### src/rtl/timer_dev_if.sv
// Bus port of the timer: bridge-side address/write strobe/data in, read data and interrupt out.
interface timer_dev_if;
  logic [31:0] Addr;
  logic        WE;
  logic [31:0] WD;
  logic [31:0] RD;
  logic        IRQ;

  modport master (output Addr, WE, WD, input RD, IRQ);
  modport slave  (input Addr, WE, WD, output RD, IRQ);
endinterface

### src/rtl/timer_dev.sv
// Memory-mapped 32-bit countdown timer with CTRL/PRESET/COUNT registers,
// one-shot or auto-reload operation and a maskable interrupt.
module timer_dev (
  input  logic       clk,
  input  logic       reset,
  timer_dev_if.slave bus
);
  localparam int unsigned DW = 32;
  localparam logic [1:0] SEL_CTRL    = 2'd0;
  localparam logic [1:0] SEL_PRESET  = 2'd1;
  localparam logic [1:0] SEL_COUNT   = 2'd2;
  localparam logic [1:0] MODE_RELOAD = 2'd1;

  typedef enum logic [1:0] {
    S_IDLE = 2'd0,
    S_LOAD = 2'd1,
    S_CNT  = 2'd2,
    S_INT  = 2'd3
  } state_t;

  state_t        r_state;
  logic [3:0]    r_ctrl;
  logic [DW-1:0] r_preset;
  logic [DW-1:0] r_count;
  logic          r_irq_pend;

  logic [1:0]    w_sel;
  logic          w_en;
  logic [1:0]    w_mode;
  logic          w_unused_addr;

  assign w_sel         = bus.Addr[3:2];
  assign w_en          = r_ctrl[0];
  assign w_mode        = r_ctrl[2:1];
  assign w_unused_addr = ^{bus.Addr[31:4], bus.Addr[1:0]};

  // FSM acts on the pre-edge ctrl; a same-edge CPU write is applied last so it wins.
  always_ff @(posedge clk or posedge reset) begin
    if (reset) begin
      r_state    <= S_IDLE;
      r_ctrl     <= '0;
      r_preset   <= '0;
      r_count    <= '0;
      r_irq_pend <= 1'b0;
    end else begin
      case (r_state)
        S_IDLE: begin
          if (w_en) r_state <= S_LOAD;
        end
        S_LOAD: begin
          r_count    <= r_preset;
          r_irq_pend <= 1'b0;
          r_state    <= S_CNT;
        end
        S_CNT: begin
          if (!w_en) begin
            r_state <= S_IDLE;
          end else if (r_count > DW'(1)) begin
            r_count <= r_count - DW'(1);
          end else begin
            r_count    <= '0;
            r_irq_pend <= 1'b1;
            r_state    <= S_INT;
          end
        end
        S_INT: begin
          if (w_mode == MODE_RELOAD) begin
            r_irq_pend <= 1'b0;
            r_state    <= S_LOAD;
          end else begin
            r_ctrl[0] <= 1'b0;
            r_state   <= S_IDLE;
          end
        end
        default: r_state <= S_IDLE;
      endcase

      if (bus.WE) begin
        case (w_sel)
          SEL_CTRL: begin
            r_ctrl     <= bus.WD[3:0];
            r_irq_pend <= 1'b0;
          end
          SEL_PRESET: r_preset <= bus.WD;
          default: ;
        endcase
      end
    end
  end

  always_comb begin
    bus.RD = '0;
    case (w_sel)
      SEL_CTRL:   bus.RD = {28'b0, r_ctrl};
      SEL_PRESET: bus.RD = r_preset;
      SEL_COUNT:  bus.RD = r_count;
      default:    bus.RD = '0;
    endcase
  end

  assign bus.IRQ = r_irq_pend & r_ctrl[3];
endmodule
### src/flat_wrapper.sv
// flat-port wrapper written by rule: the top's interface ports become plain ports
module timer_dev_flat 
  (clk, reset, bus_Addr, bus_WE, bus_WD, bus_RD, bus_IRQ);
  timer_dev_if bus_i ();
  input  logic clk;
  input  logic reset;
  input wire logic [$bits(bus_i.Addr)-1:0] bus_Addr;
  input wire logic [$bits(bus_i.WE)-1:0] bus_WE;
  input wire logic [$bits(bus_i.WD)-1:0] bus_WD;
  output wire logic [$bits(bus_i.RD)-1:0] bus_RD;
  output wire logic [$bits(bus_i.IRQ)-1:0] bus_IRQ;
  assign bus_i.Addr = bus_Addr;
  assign bus_i.WE = bus_WE;
  assign bus_i.WD = bus_WD;
  assign bus_RD = bus_i.RD;
  assign bus_IRQ = bus_i.IRQ;
  timer_dev u_core (.clk(clk), .reset(reset), .bus(bus_i));
endmodule
### config.mk
export PLATFORM = sky130hd
export DESIGN_NAME = timer_dev_flat
export DESIGN_NICKNAME = d
export VERILOG_FILES = /design/src/rtl/timer_dev_if.sv /design/src/rtl/timer_dev.sv /design/src/flat_wrapper.sv
export SDC_FILE = /design/constraint.sdc
export NUM_CORES = 1
export LEC_CHECK = 0
export CAP_MARGIN = 5
export CORE_MARGIN = 3
export CORE_UTILIZATION = 54
export CTS_CLUSTER_SIZE = 40
export DETAILED_ROUTE_END_ITERATION = 10
export PLACE_DENSITY_LB_ADDON = 0.05
export SYNTH_ARGS = -nofsm -noshare
export SYNTH_HDL_FRONTEND = slang
export SYNTH_SLANG_ARGS = --single-unit
### constraint.sdc
create_clock -name clk -period 3.7 [get_ports clk]
set_clock_uncertainty 0.15 [all_clocks]
set_input_delay 0.555 -clock clk [delete_from_list [all_inputs] [get_ports clk]]
set_output_delay 0.555 -clock clk [all_outputs]
set_load 0.03 [all_outputs]
==> results of run 1 <==
## final cells by class
| type | count | area [µm²] |
|---|---|---|
| clock buffers | 11 | 141 |
| multi-input cells | 301 | 2210 |
| fillers | 595 | 2260 |
| repair buffers | 82 | 731 |
| inverters | 11 | 41.3 |
| clock inverters | 5 | 81.3 |
| flip-flops and latches | 71 | 1780 |
| well taps | 99 | 124 |
## path summary, 6_finish.rpt
path	endpoint	depth (start not counted)
worst max-delay path	bus_RD[2]	5
worst min-delay path	u_core.r_preset[8]$_DFFE_PP0P_	1
worst max register to register	u_core.r_count[17]$_DFFE_PP0P_	5
worst min register to register	u_core.r_preset[8]$_DFFE_PP0P_	1
max in group asynchronous	u_core.r_preset[4]$_DFFE_PP0P_	3
min in group asynchronous	u_core.r_preset[28]$_DFFE_PP0P_	2
## placed cells by master, fill, tap and decap left out, types with 10 or more instances in the layout
cell / instances
a22o_1: 34
buf_4: 40
clkbuf_8: 10
clkdlybuf4s50_1: 41
dfrtp_1: 71
mux2_2: 35
nand2_1: 36
nor2_1: 14
o21ai_0: 13
o31ai_1: 11
or3_1: 11
## through the flow
step | setup WS (ns) | total power [µW]
2_1_floorplan | 1.10 | 2420
3_3_place_gp | 0.685 | 2850
3_5_place_dp | 0.691 | 2900
4_1_cts | 0.672 | 3600
5_1_grt | 0.565 | 3840
6_report | 0.670 | 3620
## sequential cells by signal, indices dropped and copies added (netlist names)
register	count
u_core.r_ctrl	4
u_core.r_preset	32
u_core.r_irq_pend	1
u_core.r_state	2
u_core.r_count	32
## report_power, final
part	internal, µW	switching, µW	total [µW]
clock network	398	308	707
logic	655	846	1500
registers	1040	379	1420
total	2090	1530	3620
## worst reg2reg max path, cell delays in order, from the launching register on
cell	delay, ns
dfrtp_1	0.48
nor4_2	0.52
or4b_1	0.53
or3_4	0.50
nand2_2	0.39
o311ai_0	0.20
## cell families (layout without fill, tap and decap cells)
family,after synthesis,after routing
mux,41,41
fa+ha+maj,2,2
simple gates,135,135
flops,71,71
compound gates,123,123
buf+inv,44,109
## routing by layer
layer / up-vias / global-route usage
li1: 1748 / -
met1: 1911 / 0.367
met2: 150 / 0.413
met3: 17 / 0.0272
met4: 0 / 0.111
met5: - / 0
==> reports/results.md, run 1 <==
| Result | This run |
| --- | --- |
| Clock tree from TritonCTS | built |
| Wl on met1 | 5010 µm |
| Startpoint Class | input pin |
| Simple-gate portion of the synthesized area | 0.186 |
| Class of the tightest hold or removal check | reg -> reg |
| Number of warning messages in the yosys log | 0 |
| Dominant cell type by area after synthesis | dfrtp_1 |
| PD cells | 709 nW/µm² |
| Async S/R FF share, synth | 1.00 |
| Total number of vias | 3826 |
| Type of the setup path with the least slack | in -> out |
| Total track usage | 0.262 |
| Cell with the most instances after synthesis | dfrtp_1 |
| Cell mode on critical path | clkdlybuf4s50_1 |
| Count of antenna diodes in the layout | 0 |
| Worst Max-Slew Pin Slew | 0.968 ns |
| Hold Crit Start | u_core.r_preset[8]$_DFFE_PP0P_ |
| Placed cell area | 4890 µm² |
| WP data arrival | 2.33 ns |
| Gate count of the mapped netlist | 416 |
| Critical path data required time | 2.99 ns |
| R2r setup slk | 0.79 ns |
| Post-cts repair resize count | 0 |
| Buffering stage count on the worst path with inverters included | 2 |
| Number of antenna violations at the first check in global routing | 0 |
| First-pass GRT wire length | 18200 µm |
| Post-Route WL | 11300 µm |
| Clk slew on worst S/H paths | 0.07 ns |
| Clock sinks | 71 |
| Post-route DRC | 0 |
| Top flip-flop cell by instance count after synthesis | dfrtp_1 |
| Final antenna-violating net count | 0 |
| Length of routed met3 wiring | 585 µm |
| Adder-cell share of the synthesized area | 0.00601 |
| Status | finished, final reports clean |
| Maximum clock frequency | 0.330 GHz |
| Crit path max-delay family | buffers and inverters |
| Clock period minus worst slack | 3.03 ns |
| Final hold vios | 0 |
| CP startpoint | bus_Addr[2] |
| H-tree level count | 3 |
| Maximum clock path buffer count | 2 |
| Slowest stage cell on the critical path | clkdlybuf4s50_1 |
| Final design instance area without fill | 5110 µm² |
| Launching point of the worst reg2reg path | u_core.r_count[4]$_DFFE_PP0P_ |
| List of most frequent post-synthesis cells | 71 x dfrtp_1, 36 x nand2_1, 35 x mux2_2, 34 x a22o_1, 21 x clkbuf_1 |
| Fraction of the yosys area taken by sequential cells | 0.427 |
| Number of hold buffers added after cts | 0 |
| Post-synthesis net count | 485 |
| Placed wire-length estimate after detailed placement | 7530 µm |
| Worst Hold Slack | 0.388 ns |
| Total count of max-transition violations in the final report | 0 |
| Later-pin clock latency in the skew report | 0.36 ns |
| Total grt overflow | 0 |
| RePlAce Congestion | 0.876 |
| Setup Buffers After CTS | 0 |
| Area contributors post-synth | dfrtp_1 43%, mux2_2 9.5%, a22o_1 7.2% |
| IR drop worst, VDD | 304 µV |
| Syn Std Cell Area | 4160 µm² |
| Vias in the first global route | 3671 |
| Combinational family with the most area after synthesis | compound AO/OA/AOI/OAI gates |
| Met2 wire len | 5450 µm |
| Total number of placement rows | 31 |
| Maximum number of pins on one net before global-route repair | 48 |
| Maximum Capacitance Violations | 0 |
| Share of the synthesized area in the top cell type | 0.427 |
| CP cell instances | clkdlybuf4s50_1 > nor2b_2 > nand2_1 > o21ai_0 > clkdlybuf4s50_1 |
| Via/cell ratio | 6.60 |
| Post-layout utilization of the core | 0.693 |
| Die boundary width | 93.8 µm |
| Period utilisation layout | 0.819 |
| Post-synthesis to final-layout area growth | 22.7% |
| Leak Pwr | 0.00205 µW |
| Die area | 8800 µm² |
| Netlist cell types | 55 |
| Worst relative slew slack | 0.353 |
| Final Non-Filler Cells | 580 |
| Num CTS Buffers | 9 |
| Worst setup EP type | primary output |
| Ratio of cells with drive above 1 in the final layout | 0.235 |
| Core area | 7370 µm² |
| Number of synthesized flops with an enable pin | 0 |
| CTS root buf | clkbuf_8 |
| Top-level port count | 100 |
| Die Ht | 93.8 µm |
| Top routing layer in use | met4 |
| Post-synthesis compound-gate area fraction | 0.228 |
| Count of TritonRoute iterations in the first routing pass | 5 |
| Post-route setup TNS | 0 ns |
| Count of endpoints failing setup in the final report | 0 |
| Starting density of the core | 0.565 |
| Count of buffers from port buffering | 69 |
| Number of nets at the end of the flow | 545 |
| RSZ-0062 raised after global routing | no |
| Per-cell routed wire length | 19.4 µm |
| Detailed Route Iter0 Violations | 418 |
| Cell count after placement | 564 |
| Slowest Stage Delay on Critical Path | 0.69 ns |
| Multiplexer area fraction after synthesis | 0.109 |
| Mean cell area of the mapped netlist | 10.0 µm² |
| Flop and latch count out of synthesis | 71 |
| Synthesized-area fraction occupied by xor and xnor cells | 0 |
| Maximum fanout along the worst path | 7 |
No activity file was read; power rests on OpenSTA's default activity.
==> run 2, diff against run 1 <==
--- a/config.mk
+++ b/config.mk
@@ -7,7 +7,7 @@
 export LEC_CHECK = 0
 export CAP_MARGIN = 5
 export CORE_MARGIN = 3
-export CORE_UTILIZATION = 54
+export CORE_UTILIZATION = 50
 export CTS_CLUSTER_SIZE = 40
 export DETAILED_ROUTE_END_ITERATION = 10
 export PLACE_DENSITY_LB_ADDON = 0.05
==> constraint.sdc (replaced) <==
create_clock -name clk -period 3 [get_ports clk]
set_clock_uncertainty 0.15 [all_clocks]
set_input_delay 0.45 -clock clk [delete_from_list [all_inputs] [get_ports clk]]
set_output_delay 0.45 -clock clk [all_outputs]
set_load 0.03 [all_outputs]
==> run 2 against run 1 <==
Compared with the run above: cell area is 2.3% higher; highest routed layer unchanged; non-clock buffer count is 12 higher; critical endpoint is now u_core.r_count[27]$_DFFE_PP0P_; clock-buffer cell count stayed put; largest cell class unchanged.
==> reports/results.md, run 2 (synthesized netlist as in run 1, its figures left out) <==
| Result | This run |
| --- | --- |
| Num CTS Buffers | 9 |
| Number of antenna violations at the first check in global routing | 0 |
| Power share of the combinational group | 0.427 |
| Startpoint Class | flop |
| Most common cell after layout, fill and taps aside | dfrtp_1 |
| Seq. cell area | 1780 µm² |
| Clock period minus worst slack | 2.67 ns |
| Worst Max-Slew Pin Slew | 0.647 ns |
| Count of buffers from port buffering | 69 |
| Count of TritonRoute iterations in the first routing pass | 5 |
| H-tree level count | 3 |
| CTS root buf | clkbuf_8 |
| Number of fill cells in the layout | 661 |
| Total number of vias | 3767 |
| Overall power after layout | 4560 µW |
| Maximum clock frequency | 0.375 GHz |
| Clock sinks | 71 |
| Status | finished, final reports clean |
| Class of the tightest hold or removal check | in -> async |
| Vias in the first global route | 3650 |
| Crit path max-delay family | simple AND/OR/NAND/NOR gates |
| Placed wire-length estimate after detailed placement | 7610 µm |
| Total count of max-transition violations in the final report | 0 |
| Buffering stage count on the worst path with inverters included | 1 |
| Slowest stage cell on the critical path | or4b_1 |
| Maximum fanout along the worst path | 16 |
| Maximum clock path buffer count | 2 |
| Clk slew on worst S/H paths | 0.08 ns |
| Detailed Route Iter0 Violations | 199 |
| Cell-internal power | 2670 µW |
| Final hold vios | 0 |
| Starting density of the core | 0.528 |
| Total track usage | 0.243 |
| Core area | 7890 µm² |
| Count of antenna diodes in the layout | 0 |
| Maximum Capacitance Violations | 0 |
| Critical path data required time | 3.09 ns |
| Total grt overflow | 0 |
| Proportion of power drawn by the clock network | 0.197 |
| Die boundary width | 97.3 µm |
| Post-route setup TNS | 0 ns |
| WP data arrival | 2.76 ns |
| Number of hold buffers added after cts | 0 |
| Most used cells in the layout excluding fill and tap cells | 71 x dfrtp_1, 54 x buf_4, 37 x clkdlybuf4s50_1 |
| Number of nets at the end of the flow | 557 |
| Final Non-Filler Cells | 595 |
| Die Ht | 97.3 µm |
| Post-synthesis to final-layout area growth | 25.5% |
| PD cells | 873 nW/µm² |
| Post-route DRC | 0 |
| RePlAce Congestion | 0.917 |
| Multi-input gate area | 2210 µm² |
| Maximum number of pins on one net before global-route repair | 72 |
| Biggest regs | u_core.r_count x32, u_core.r_preset x32, u_core.r_ctrl x4 |
| Type of the setup path with the least slack | reg -> reg |
| Post-Route WL | 11300 µm |
| Register share of total power | 0.376 |
| Per-cell routed wire length | 19.0 µm |
| Leak Pwr | 0.00212 µW |
| Count of endpoints failing setup in the final report | 0 |
| Total number of placement rows | 32 |
| IR drop worst, VDD | 346 µV |
| Final antenna-violating net count | 0 |
| Cell mode on critical path | or3_4 |
| Clock tree from TritonCTS | built |
| Setup Buffers After CTS | 0 |
| Post-cts repair resize count | 0 |
| Switching power of the nets | 1890 µW |
| Top-level port count | 100 |
| Worst setup EP type | flop |
| Via/cell ratio | 6.33 |
| Cell count after placement | 579 |
| Ratio of cells with drive above 1 in the final layout | 0.264 |
| Later-pin clock latency in the skew report | 0.36 ns |
| RSZ-0062 raised after global routing | no |
| CP cell instances | or3_4 > or4b_1 > or3_4 > buf_4 > a31oi_1 > o211ai_1 |
| First-pass GRT wire length | 18800 µm |
| Slowest Stage Delay on Critical Path | 0.56 ns |
| Worst relative slew slack | 0.569 |
| Post-layout utilization of the core | 0.663 |
| Switching Fraction | 0.415 |
| Die area | 9460 µm² |
| Period utilisation layout | 0.890 |
## run 2: cell count changes in the layout (fill, tap and decap cells not counted)
cell             previous run  this run
buf_12                      1         3
buf_4                      40        54
clkbuf_1                    1         0
clkbuf_8                   10        11
clkdlybuf4s50_1            41        37
clkinv_4                    1         0
clkinvlp_4                  1         2
## run 2: through the flow
stage	worst slack, ns	hold WS, ns	area (µm²)
global route	0.201	0.395	5230
CTS	0.347	0.362	5230
detailed placement	0.354	0.370	4990
finish	0.330	0.343	5230
floorplan	0.529	0.332	4160
global placement	0.379	0.360	4990
## run 2: final cells by class
cell class,instances,share of cell area
multi-input cells,301,0.424
inverters,11,0.00790
clock inverters,5,0.0153
well taps,102,0.0244
repair buffers,94,0.160
flip-flops and latches,71,0.340
clock buffers,11,0.0290
## run 2: per-layer routing
| metal | global-route usage | share of wire |
|---|---|---|
| met3 | 0.0431 | 0.051 |
| met5 | 0 | 0 |
| met1 | 0.334 | 0.45 |
| met4 | 0.0809 | 0.016 |
| met2 | 0.389 | 0.49 |
## run 2: worst min-delay path: stages
cell and delay (ns):
clkdlybuf4s50_1 0.41, inv_2 0.07, buf_12 0.32
## run 2: power groups by stage
stage | Sequential, µW | Combinational, µW | Clock [µW]
2_1_floorplan | 1580 | 1410 | 0
3_3_place_gp | 1710 | 1900 | 0
3_5_place_dp | 1710 | 1950 | 0
4_1_cts | 1700 | 1950 | 911
5_1_grt | 1770 | 2150 | 958
6_report | 1710 | 1950 | 898
## run 2: worst paths after layout
kind | startpoint | end | slack, ns | depth (start not counted)
setup / recovery | u_core.r_count[8]$_DFFE_PP0P_ | u_core.r_count[27]$_DFFE_PP0P_ | 0.33 | 6
hold / removal | reset | u_core.r_preset[5]$_DFFE_PP0P_ | 0.34 | 3
setup reg to reg | u_core.r_count[8]$_DFFE_PP0P_ | u_core.r_count[27]$_DFFE_PP0P_ | 0.33 | 6
hold reg to reg | u_core.r_preset[17]$_DFFE_PP0P_ | u_core.r_count[17]$_DFFE_PP0P_ | 0.38 | 2
max in group asynchronous | reset | u_core.r_preset[12]$_DFFE_PP0P_ | 2.04 | 3
min in group clk | u_core.r_preset[17]$_DFFE_PP0P_ | u_core.r_count[17]$_DFFE_PP0P_ | 0.38 | 2
==> run 3, diff against run 2 <==
--- a/config.mk
+++ b/config.mk
@@ -5,6 +5,7 @@
 export SDC_FILE = /design/constraint.sdc
 export NUM_CORES = 1
 export LEC_CHECK = 0
+export ABC_AREA = 0
 export CAP_MARGIN = 5
 export CORE_MARGIN = 3
 export CORE_UTILIZATION = 50
==> results of run 3 <==
No change in the layout: final DEF, timing and power equal those of run 2.
